**src/rtl/ps2_tx_fifo_mc.sv**
```systemverilog
// rtl/ps2_tx_fifo_mc.sv - multi-channel PS/2 device-side transmitter with per-channel byte FIFO
module ps2_tx_fifo_mc #(
    parameter int CHANNELS  = 2,
    parameter int FIFO_BITS = 3,
    parameter int PS2DIV    = 100,
    parameter int GAP_HALF  = 4
) (
    input  logic                              clk_sys,
    input  logic                              reset_n,
    input  logic [CHANNELS-1:0]               wr_en,
    input  logic [8*CHANNELS-1:0]             wr_data,
    input  logic [CHANNELS-1:0]               flush,
    input  logic [CHANNELS-1:0]               ovf_clr,
    input  logic [CHANNELS-1:0]               host_clk_in,
    output logic [CHANNELS-1:0]               ps2_clk,
    output logic [CHANNELS-1:0]               ps2_data,
    output logic [CHANNELS-1:0]               busy,
    output logic [CHANNELS-1:0]               fifo_full,
    output logic [(FIFO_BITS+1)*CHANNELS-1:0] fifo_level,
    output logic [CHANNELS-1:0]               overflow
);
    localparam int DEPTH = 1 << FIFO_BITS;
    localparam int LVL_W = FIFO_BITS + 1;
    localparam int DIV_W = (PS2DIV > 1) ? $clog2(PS2DIV) : 1;
    localparam logic [DIV_W-1:0] DIV_LAST = DIV_W'(PS2DIV - 1);
    localparam logic [7:0]       GAP_LAST = 8'(GAP_HALF - 1);
    localparam logic [LVL_W-1:0] LVL_FULL = LVL_W'(DEPTH);

    typedef enum logic [1:0] {S_IDLE, S_SEND, S_GAP} state_t;

    logic [DIV_W-1:0] div_cnt;
    logic             ph;
    logic             tick;
    logic             rise;
    logic             fall;

    assign tick = (div_cnt == DIV_LAST);
    assign rise = tick & ~ph;
    assign fall = tick & ph;

    // Shared half-period timebase: tick every PS2DIV cycles, ph selects RISE/FALL
    always_ff @(posedge clk_sys) begin
        if (!reset_n) begin
            div_cnt <= '0;
            ph      <= 1'b0;
        end else if (tick) begin
            div_cnt <= '0;
            ph      <= ~ph;
        end else begin
            div_cnt <= div_cnt + DIV_W'(1);
        end
    end

    for (genvar c = 0; c < CHANNELS; c++) begin : g_ch
        logic [7:0]           mem [DEPTH];
        logic [FIFO_BITS-1:0] wr_ptr;
        logic [FIFO_BITS-1:0] rd_ptr;
        logic [LVL_W-1:0]     level;
        logic                 ovf;
        state_t               state;
        logic                 clk_q;
        logic                 dat_q;
        logic [3:0]           idx;
        logic [7:0]           shreg;
        logic                 par;
        logic [7:0]           gap_cnt;
        logic                 sync1;
        logic                 hs;
        logic [1:0]           hi_cnt;
        logic                 inhibit;
        logic                 full;
        logic                 empty;
        logic                 commit;
        logic                 push_ok;
        logic                 drop;
        logic [7:0]           din;

        assign din     = wr_data[8*c +: 8];
        assign full    = (level == LVL_FULL);
        assign empty   = (level == '0);
        // The host can only be seen pulling low once our own clock has been released a while
        assign inhibit = ~hs & (hi_cnt == 2'd3);
        assign commit  = (state == S_SEND) & rise & (idx == 4'd10) & ~inhibit;
        // A commit frees a slot in the same cycle, so a push into a full FIFO still lands
        assign push_ok = wr_en[c] & ~flush[c] & (~full | commit);
        assign drop    = wr_en[c] & ~flush[c] & full & ~commit;

        // Host clock synchroniser and run length of our own released clock
        always_ff @(posedge clk_sys) begin
            if (!reset_n) begin
                sync1  <= 1'b1;
                hs     <= 1'b1;
                hi_cnt <= 2'd0;
            end else begin
                sync1 <= host_clk_in[c];
                hs    <= sync1;
                if (!clk_q) begin
                    hi_cnt <= 2'd0;
                end else if (hi_cnt != 2'd3) begin
                    hi_cnt <= hi_cnt + 2'd1;
                end
            end
        end

        // FIFO storage write port
        always_ff @(posedge clk_sys) begin
            if (reset_n && push_ok) begin
                mem[wr_ptr] <= din;
            end
        end

        // FIFO pointers, level and sticky overflow
        always_ff @(posedge clk_sys) begin
            if (!reset_n) begin
                wr_ptr <= '0;
                rd_ptr <= '0;
                level  <= '0;
                ovf    <= 1'b0;
            end else if (flush[c]) begin
                wr_ptr <= '0;
                rd_ptr <= '0;
                level  <= '0;
                if (ovf_clr[c]) begin
                    ovf <= 1'b0;
                end
            end else begin
                if (push_ok) begin
                    wr_ptr <= wr_ptr + FIFO_BITS'(1);
                end
                if (commit) begin
                    rd_ptr <= rd_ptr + FIFO_BITS'(1);
                end
                if (push_ok && !commit) begin
                    level <= level + LVL_W'(1);
                end else if (!push_ok && commit) begin
                    level <= level - LVL_W'(1);
                end
                if (drop) begin
                    ovf <= 1'b1;
                end else if (ovf_clr[c]) begin
                    ovf <= 1'b0;
                end
            end
        end

        // Frame serialiser: IDLE -> SEND -> GAP -> IDLE, lines are registered
        always_ff @(posedge clk_sys) begin
            if (!reset_n || flush[c]) begin
                state   <= S_IDLE;
                clk_q   <= 1'b1;
                dat_q   <= 1'b1;
                idx     <= 4'd0;
                shreg   <= 8'd0;
                par     <= 1'b0;
                gap_cnt <= 8'd0;
            end else begin
                case (state)
                    S_IDLE: begin
                        if (rise && !empty && !inhibit) begin
                            shreg <= mem[rd_ptr];
                            par   <= 1'b1;
                            dat_q <= 1'b0;
                            idx   <= 4'd0;
                            state <= S_SEND;
                        end
                    end
                    S_SEND: begin
                        if (inhibit) begin
                            // Abandon the frame; the byte stays queued and is resent whole
                            clk_q <= 1'b1;
                            dat_q <= 1'b1;
                            state <= S_IDLE;
                        end else if (fall) begin
                            clk_q <= 1'b0;
                        end else if (rise) begin
                            clk_q <= 1'b1;
                            if (idx == 4'd10) begin
                                dat_q   <= 1'b1;
                                gap_cnt <= 8'd0;
                                state   <= S_GAP;
                            end else begin
                                idx <= idx + 4'd1;
                                if (idx < 4'd8) begin
                                    dat_q <= shreg[0];
                                    par   <= par ^ shreg[0];
                                    shreg <= {1'b0, shreg[7:1]};
                                end else if (idx == 4'd8) begin
                                    dat_q <= par;
                                end else begin
                                    dat_q <= 1'b1;
                                end
                            end
                        end
                    end
                    S_GAP: begin
                        clk_q <= 1'b1;
                        dat_q <= 1'b1;
                        if (tick) begin
                            if (gap_cnt == GAP_LAST) begin
                                state <= S_IDLE;
                            end else begin
                                gap_cnt <= gap_cnt + 8'd1;
                            end
                        end
                    end
                    default: begin
                        state <= S_IDLE;
                    end
                endcase
            end
        end

        assign ps2_clk[c]                     = clk_q;
        assign ps2_data[c]                    = dat_q;
        assign busy[c]                        = (state != S_IDLE);
        assign fifo_full[c]                   = full;
        assign fifo_level[LVL_W*c +: LVL_W]   = level;
        assign overflow[c]                    = ovf;
    end

endmodule

```
**config.mk**
```make
export PLATFORM = sky130hd
export DESIGN_NAME = ps2_tx_fifo_mc
export DESIGN_NICKNAME = d
export VERILOG_FILES = /design/src/rtl/ps2_tx_fifo_mc.sv
export SDC_FILE = /design/constraint.sdc
export NUM_CORES = 1
export LEC_CHECK = 0
export ABC_AREA = 1
export CAP_MARGIN = 10
export CORE_MARGIN = 2
export CORE_UTILIZATION = 35
export DETAILED_ROUTE_END_ITERATION = 10
export PLACE_DENSITY_LB_ADDON = 0.25
export SYNTH_ARGS = -nofsm -noshare
export SYNTH_HDL_FRONTEND = slang
export SYNTH_SLANG_ARGS = --single-unit
export TNS_END_PERCENT = 50
```
**constraint.sdc**
```tcl
create_clock -name clk_sys -period 2.8 [get_ports clk_sys]
set_input_delay 0.28 -clock clk_sys [delete_from_list [all_inputs] [get_ports clk_sys]]
set_output_delay 0.28 -clock clk_sys [all_outputs]
set_load 0.01 [all_outputs]
```
======== After elaboration in Yosys (flattened, before gate mapping) ========
Memories as Yosys holds them, arrays and structs flattened. A register that Yosys moved wholly into a read port is not among the register bits.
Index checks and enable logic that the tools add are counted.
Widths: inputs -> output; s select.
storage, ports and cells
  memory bits (writable) .................. 128
  output and inout port bits .............. 18
  memories kept ........................... 2
  flip-flop bits (word level) ............. 88
  bits in latches ......................... 0
  bits in read-only memories .............. 0
  logic and storage cells ................. 290
cells by class
  $add $sub $neg .......................... 15
  bitwise gates (word level) .............. 34
  div/mod/pow operators ................... 0
  reductions and logical operators ........ 52
  multiplexer cells ....................... 110
  order comparisons ....................... 2
  equality and inequality tests ........... 45
  shift operators ......................... 0
  multipliers ............................. 0
memory list
  name         depth  bits a word  rd ports  clocked after memory_dff  write ports  RTL line  source
  g_ch[0].mem  8      8            1         1                         1            55        logic [7:0] mem [DEPTH];
  g_ch[1].mem  8      8            1         1                         1            55
operator list
  cell                 number
  $mux 8               24
  $pmux 8 s2           4
  $mux 4               14
  $mux 1               40
  $ne 2x2->1 const B   18
  $mux 2               14
  $reduce_and 7->1     4
  $eq 4x4->1 const B   6
  $reduce_and 6->1     4
  $and 1x1->1          18
  $add 4x1->4 const B  4
  $add 8x1->8 const B  2
  $eq 8x2->1 const B   2
  $pmux 4 s2           2
  $reduce_bool 2->1    8
  $add 3x1->3 const B  4
  $mux 3               4
  $ne 3x3->1 const B   4
  $not 1->1            12
  $pmux 2 s3           2
  $logic_and 1x1->1    10
  $logic_not 1->1      9
  $eq 2x2->1 const B   4
  $logic_not 4->1      2
  other kinds (19)     43

======== Depth between registers and ports, before layout ========
Gate-level depths: netlist of the first run.
  word-level depth ........................ 11
  mapped depth ............................ 20
  depth with buffers taken out ............ 20

======== Worst setup path before layout of the first run ========
Ideal clock, no wire load.
  path type ............................... register to register
  start point ............................. register g_ch[0].state[1]
  end point ............................... register g_ch[0].level[3]
  clock period less this slack ............ 2.551 ns
  arrival time ............................ 2.431 ns
  cell stages (with the launch flop) ...... 21
  path slack .............................. 0.249 ns
  library setup time ...................... 0.119 ns
  cell sequence ........................... dfxtp_1 -> inv_1 -> ha_1 -> buf_4 -> inv_2 -> nor3_2 -> nand3_4 -> nand2_2 -> nand2_2 -> clkinv_2 -> ha_1 -> inv_1 -> ha_1 -> nand2_1 -> nand2_1 -> a21oi_1 -> nor2_1 -> nor2_1 -> nand2_1 -> o21ai_0 -> a21oi_1
on the way
  longest elaborated chain between the ends .. 9
  elaborated cells between the ends (all ways) .. 12
RTL lines
  element                             RTL line  source
  start: declaration                  60        state_t state;
  start signal: assignment            149       state <= S_IDLE;
  start signal: assignment            164       state <= S_SEND;
  start signal: assignment            172       state <= S_IDLE;
  $eq 2x1->1 *                        83        assign commit = (state == S_SEND) & rise & (idx == 4'd10) & ~inhibit;
  $and 1x1->1 * (3 in a row)          83
  $or 1x1->1                          85        assign push_ok = wr_en[c] & ~flush[c] & (~full | commit);
  $and 1x1->1                         85
  $logic_not 1->1                     135       end else if (!push_ok && commit) begin
  $logic_and 1x1->1                   135
  $reduce_bool 2->1 (no source line)  --
  end signal: assignment              134       level <= level + LVL_W'(1);
  end signal: assignment              136       level <= level - LVL_W'(1);
  end: declaration                    58        logic [LVL_W-1:0] level;
Mark *: on every way between the ends. The rest lies on a longest branch, timed or not.
A chain may end at the register's enable or synchronous reset.

======== Worst setup path after layout of the first run ========
  start point ............................. register div_cnt[1]
  end point ............................... register g_ch[0].level[3]
on the way
  longest elaborated chain between the ends .. 10
  elaborated cells between the ends (all ways) .. 13
RTL lines
  element                             RTL line  source
  start: declaration                  31        logic [DIV_W-1:0] div_cnt;
  start signal: assignment            50        div_cnt <= div_cnt + DIV_W'(1);
  $eq 7x7->1 *                        37        assign tick = (div_cnt == DIV_LAST);
  $and 1x1->1 *                       38        assign rise = tick & ~ph;
  $and 1x1->1 * (3 in a row)          83
  $or 1x1->1                          85
  $and 1x1->1                         85
  $logic_not 1->1                     135
  $logic_and 1x1->1                   135
  $reduce_bool 2->1 (no source line)  --
Marked as above.

==> metrics.csv, run 1 <==
metric,value,unit
worst_slack,0.263,ns
cp_data_arrival_time,2.95,ns
vias_per_cell,4.68,
setup.worst_path.class,reg2reg,
cp-start-kind,register,
yosysMostFrequentCell,nand2_1,
start_util,35.5,%
max_freq,394,MHz
place_congestion,0.814,
p_per_area,549,nW/um^2
fill_cells,2973,
worstPathMaxFanout,4,
drv_slew,0,
setup_viol,0,
p_leak,4.63,nW
io_pins,44,
clk_pin_slew,0.06,ns
firstDrtPassIters,4,
finalClockSkew,0.00993,ns
antenna_found_initial,1,
ys_seq_elements,222,
setup_tns,0,ns
drc_errors,0,
port-buffer-count,43,
worst_pin_slew,0.636,ns
path_cells,ha_4 > nand2_2 > nor2_4 > nand3_4 > inv_4 > nand3_4 > nand2_2 > nand2_2 > clkinv_2 > ha_2 > inv_1 > ha_1 > nand2_1 > nand2_1 > a21oi_2 > nor2_1 > nor2_1 > nand2_1 > o21ai_1 > a21oi_1,
synth.largest_area_cell,edfxtp_1,
reg2regPathDepth,20,
synth-edff-count,128,
worstHoldStart,host_clk_in[1],
seq_area_frac_synth,54.4,%
hold_viol,0,
maxSlewHeadroom,57.5,%
htree_levels,1,
min_period,2.54,ns
rrSetupSlack,0.26,ns
synth_cell_types,42,
track_usage,15.4,%
die_x,177,um
wl,24.1,mm
cts_root_buffer,clkbuf_16,
yosys.area.top_type_share,36.5,%
fp.dieArea,31500,um^2
async_reset_ff_share,0,%
critPathMaxStageDelay,0.35,ns
vdd_ir_drop_max,0.000311,V
status,"complete, no violations",
grt_overflow,0,
drt-initial-drc-count,502,
netlist_area,10500,um^2
tritoncts,built,
hpwl,15.9,mm
grt_pass1_vias,7502,
syn_to_final_growth,17.6,%
final_nets,1333,
wire_per_inst,14.3,um
grt_max_degree,47,
crit_slowest_cell,dfxtp_2,
dieHeight,177,um
synth_flop_cell,edfxtp_1,
grt_pass1_wl,38.8,mm
synth_warnings,0,
min_to,g_ch[1].sync1$_SDFF_PN1_,
dr_total_vias,7888,
min_path_type,in2reg,
startpoint,div_cnt[1]$_SDFF_PP0_,
synthTopCellsByArea,"edfxtp_1, dfxtp_1, nand2_1",
clkLatencyLatePin,0.52,ns
dpl_worst_slack,0.0819,ns
grt_setup_unrepaired,no,
numCtsBuffers,25,
cts.path.max_buffers,3,
antenna_left,0,
reg2reg_to,g_ch[0].level[3]$_SDFFE_PP0P_,
min_path_cells,2,
synth_common_cells,"nand2_1, nor2_1, edfxtp_1",
end_kind,register,
synth_fp_nets,1261,
netlist_instances,1206,
r2r-start,div_cnt[1]$_SDFF_PP0_,
crit_required,3.21,ns
core,29600,um^2
rows,63,
maxCapViolCount,0,
cts.sinks,222,
drive_gt1_share,11.4,%
syn_area_per_cell,8.73,um^2
post-route-period-util,90.6,%
-- how the worst max path moves through the flow --
stage | to | slack [ns] | depth (start not counted)
4_1_cts | g_ch[0].level[3]$_SDFFE_PP0P_ | 0.08 | 20
6_report | g_ch[0].level[3]$_SDFFE_PP0P_ | 0.26 | 20
3_3_place_gp | g_ch[0].level[3]$_SDFFE_PP0P_ | 0.15 | 20
5_1_grt | g_ch[1].level[3]$_SDFFE_PP0P_ | 0.005 | 16
2_1_floorplan | g_ch[0].level[3]$_SDFFE_PP0P_ | 0.25 | 20
3_5_place_dp | g_ch[0].level[3]$_SDFFE_PP0P_ | 0.08 | 20
-- cell families (layout without fill, tap and decap cells) --
family,after synthesis,count (layout),share of synthesized area (%)
AO/OA/AOI/OAI,185,185,9.54
XOR/XNOR,19,19,1.58
adder cells (fa/ha/maj),29,29,3.59
buffers and inverters,175,264,6.79
flip-flops,222,222,54.4
other,0,1,0
AND/OR/NAND/NOR,576,576,24.1
-- layer usage --
metal,up-vias,track usage [%],part of all wire [%]
met5,-,0,0
met4,0,4.58,2.2
met2,114,25.8,46
li1,4114,-,-
met3,34,2.25,3.9
met1,3626,20.7,48
-- what timing repair did --
action                                 CTS  global route
endpoints found under the hold margin    0             0
gates resized for setup                  0            18
hold buffers                             0             0
setup endpoints to repair                0             2
setup buffers                            0             3
-- registers in the layout (all words and copies together) (netlist names), 2 cells and up, named ones only --
name          cells
div_cnt           7
g_ch.clk_q        2
g_ch.dat_q        2
g_ch.gap_cnt     16
g_ch.hi_cnt       4
g_ch.hs           2
g_ch.idx          8
g_ch.level        8
g_ch.mem        128
g_ch.ovf          2
g_ch.par          2
g_ch.rd_ptr       6
g_ch.shreg       16
g_ch.state        4
g_ch.sync1        2
g_ch.wr_ptr       6
-- area by class of cell --
class	count	area (um^2)	area share, %
flip-flops and latches	222	5730	46.3
multi-input cells	809	4140	33.4
repair buffers	87	761	6.14
clock buffers	34	712	5.75
inverters	133	503	4.06
well taps	390	488	3.94
clock inverters	10	50.0	0.404
diodes	1	2.50	0.0202
-- stage by stage --
stage | cells | util (%) | power [mW] | hold slack [ns] | cell area [um^2]
floorplan | 1206 | - | 3.70 | 0.379 | 10500
global placement | 1638 | 38.9 | 3.82 | 0.401 | 11500
detailed placement | 1638 | 38.9 | 3.83 | 0.405 | 11500
CTS | 1682 | 41.5 | 6.88 | 0.322 | 12300
global route | 1685 | 41.8 | 7.04 | 0.339 | 12400
finish | 1686 | 41.8 | 6.80 | 0.339 | 12400
-- critical path: cells and delay by family (launching register included) --
family,cells,cell delay (ns)
compound gates,3,0.31
fa+ha+maj,3,0.62
buf+inv,3,0.28
flops,1,0.35
simple gates,11,0.87
-- where the power goes --
part / total (mW) / internal, mW / switching (mW) / leakage [nW]
registers: 3.51 / 3.48 / 0.0247 / 1.91
logic: 0.256 / 0.109 / 0.147 / 2.34
clock network: 3.04 / 1.77 / 1.27 / 0.382
-- placed cells by master (no fill, tap or decap), types with 26 or more instances in the layout --
cell / instances
edfxtp_1: 128
o21ai_0: 88
clkdlybuf4s50_1: 43
buf_4: 44
nand3_1: 75
inv_1: 118
nand2_1: 269
nor2_1: 164
a21oi_1: 61
dfxtp_1: 92
clkbuf_16: 26
(Power assumes the default switching activity.)
==> inputs of run 2 (changes only) <==
--- a/config.mk
+++ b/config.mk
@@ -11,6 +11,7 @@
 export CORE_UTILIZATION = 35
 export DETAILED_ROUTE_END_ITERATION = 10
 export PLACE_DENSITY_LB_ADDON = 0.25
+export RECOVER_POWER = 25
 export SYNTH_ARGS = -nofsm -noshare
 export SYNTH_HDL_FRONTEND = slang
 export SYNTH_SLANG_ARGS = --single-unit
==> run 2 against run 1 <==
  * Maximum frequency hardly changed
  * Power hardly changed
  * Critical endpoint unchanged
  * First-iteration DRC count did not move
  * Non-clock buffer count stayed put
  * Cell area stayed put
  * Combinational power about the same
  * Clock-buffer cell count unchanged
==> metrics.csv, run 2 (same netlist as run 1, synthesis figures left out) <==
metric,value,unit,change
worst_pin_slew,0.636,ns,-0.0000193 ns
vias_per_cell,4.68,,about the same
setup_tns,0,ns,unchanged
whs,0.339,ns,+0.00000100 ns
end_kind,register,,
maxSlewHeadroom,57.5,%,about the same
setup_viol,0,,unchanged
crit_required,3.21,ns,about the same
final_common_cell,nand2_1,,
dr_total_vias,7893,,+0.063%
antenna_found_initial,2,,+1
ctsHoldBuffers,0,,unchanged
cp-start-kind,register,,
cp_data_arrival_time,2.95,ns,about the same
finalClockSkew,0.00990,ns,-0.0000356 ns
dp_cells,1638,,unchanged
die_x,177,um,unchanged
htree_levels,1,,unchanged
post-route-period-util,90.6,%,about the same
start_util,35.5,%,unchanged
wl,24.1,mm,about the same
min_path_cells,2,,unchanged
p_per_area,549,nW/um^2,about the same
hold_viol,0,,unchanged
rows,63,,unchanged
fp.dieArea,31500,um^2,unchanged
setup.worst_path.class,reg2reg,,
firstDrtPassIters,5,,+1
clk_pin_slew,0.06,ns,about the same
drive_gt1_share,11.4,%,unchanged
wire_per_inst,14.3,um,about the same
largest_reg_flops,128,,unchanged
port-buffer-count,43,,unchanged
reg.largest.list,"g_ch.mem (128), g_ch.gap_cnt (16), g_ch.shreg (16)",,
final-instance-count-excl-fill,1686,,unchanged
vdd_ir_drop_max,0.000311,V,about the same
grt_max_degree,47,,unchanged
min_path_type,in2reg,,
min_period,2.54,ns,+0.000625 ns
power,6.80,mW,about the same
grt_setup_unrepaired,no,,
hpwl,15.9,mm,unchanged
worstPathMaxFanout,4,,unchanged
place_congestion,0.814,,unchanged
p_leak,4.64,nW,about the same
final_cell_mix,"nand2_1, nor2_1, edfxtp_1, inv_1, dfxtp_1",,
cts_root_buffer,clkbuf_16,,
grt_pass1_vias,7502,,unchanged
track_usage,15.4,%,unchanged
dieHeight,177,um,unchanged
drt-initial-drc-count,502,,unchanged
antenna_left,0,,unchanged
status,"complete, no violations",,
top_register,g_ch.mem,,
cts.path.max_buffers,3,,unchanged
dpl_worst_slack,0.0819,ns,unchanged
syn_to_final_growth,17.6,%,unchanged
clkLatencyLatePin,0.52,ns,about the same
grt_overflow,0,,unchanged
max_freq,394,MHz,about the same
worst_slack,0.262,ns,-0.000625 ns
io_pins,44,,unchanged
drc_errors,0,,unchanged
tritoncts,built,,
core,29600,um^2,unchanged
cts.sinks,222,,unchanged
final_nets,1333,,unchanged
reg2regPathDepth,20,,unchanged
numCtsBuffers,25,,unchanged
drv_slew,0,,unchanged
maxCapViolCount,0,,unchanged
grt_pass1_wl,38.8,mm,unchanged
-- run 2: area by class of cell --
cell class	count	area (um^2)
fill	2973	17300
sequential	222	5730
multi-input combinational	809	4140
timing repair buffer	87	761
clock buffer	34	712
inverter	133	503
tap	390	488
clock inverter	10	50.0
antenna	1	2.50
-- run 2: metrics by stage --
stage	utilization [%]	instance area, um^2
floorplan	-	10500
detailed placement	38.9	11500
CTS	41.5	12300
global route	41.8	12400
global placement	38.9	11500
finish	41.8	12400
-- run 2: layer usage --
metal  GRT usage [%]  vias up  wire [um]
met5               0        -         13
met4            4.58        2        531
met3            2.25       36        942
met2            25.8      116      11100
met1            20.7     3624      11500
li1                -     4115          -
-- run 2: final timing paths --
check,start,end,slack (ns)
worst max-delay path,div_cnt[1]$_SDFF_PP0_,g_ch[0].level[3]$_SDFFE_PP0P_,0.26
worst min-delay path,host_clk_in[1],g_ch[1].sync1$_SDFF_PN1_,0.34
worst max register to register,div_cnt[1]$_SDFF_PP0_,g_ch[0].level[3]$_SDFFE_PP0P_,0.26
worst min register to register,g_ch[1].sync1$_SDFF_PN1_,g_ch[1].hs$_SDFF_PN1_,0.41
-- run 2: power by group --
group	total (mW)	switching, mW	internal (mW)
clock	3.04	1.27	1.77
combinational	0.253	0.147	0.105
sequential	3.51	0.0247	3.48
total	6.80	1.44	5.36
-- run 2: critical path: stages (launching register included) --
cell and delay (ns):
dfxtp_2 0.35, ha_4 0.15, nand2_2 0.08, nor2_4 0.14, nand3_4 0.09, inv_4 0.10, nand3_4 0.07, nand2_2 0.09
nand2_2 0.09, clkinv_2 0.10, ha_2 0.19, inv_1 0.08, ha_1 0.28, nand2_1 0.06, nand2_1 0.06, a21oi_2 0.14
nor2_1 0.05, nor2_1 0.08, nand2_1 0.06, o21ai_1 0.12, a21oi_1 0.05
-- run 2: repair_timing --
action	4_1_cts	5_1_grt
resized for setup	0	18
setup endpoints to repair	0	2
setup buffers	0	3
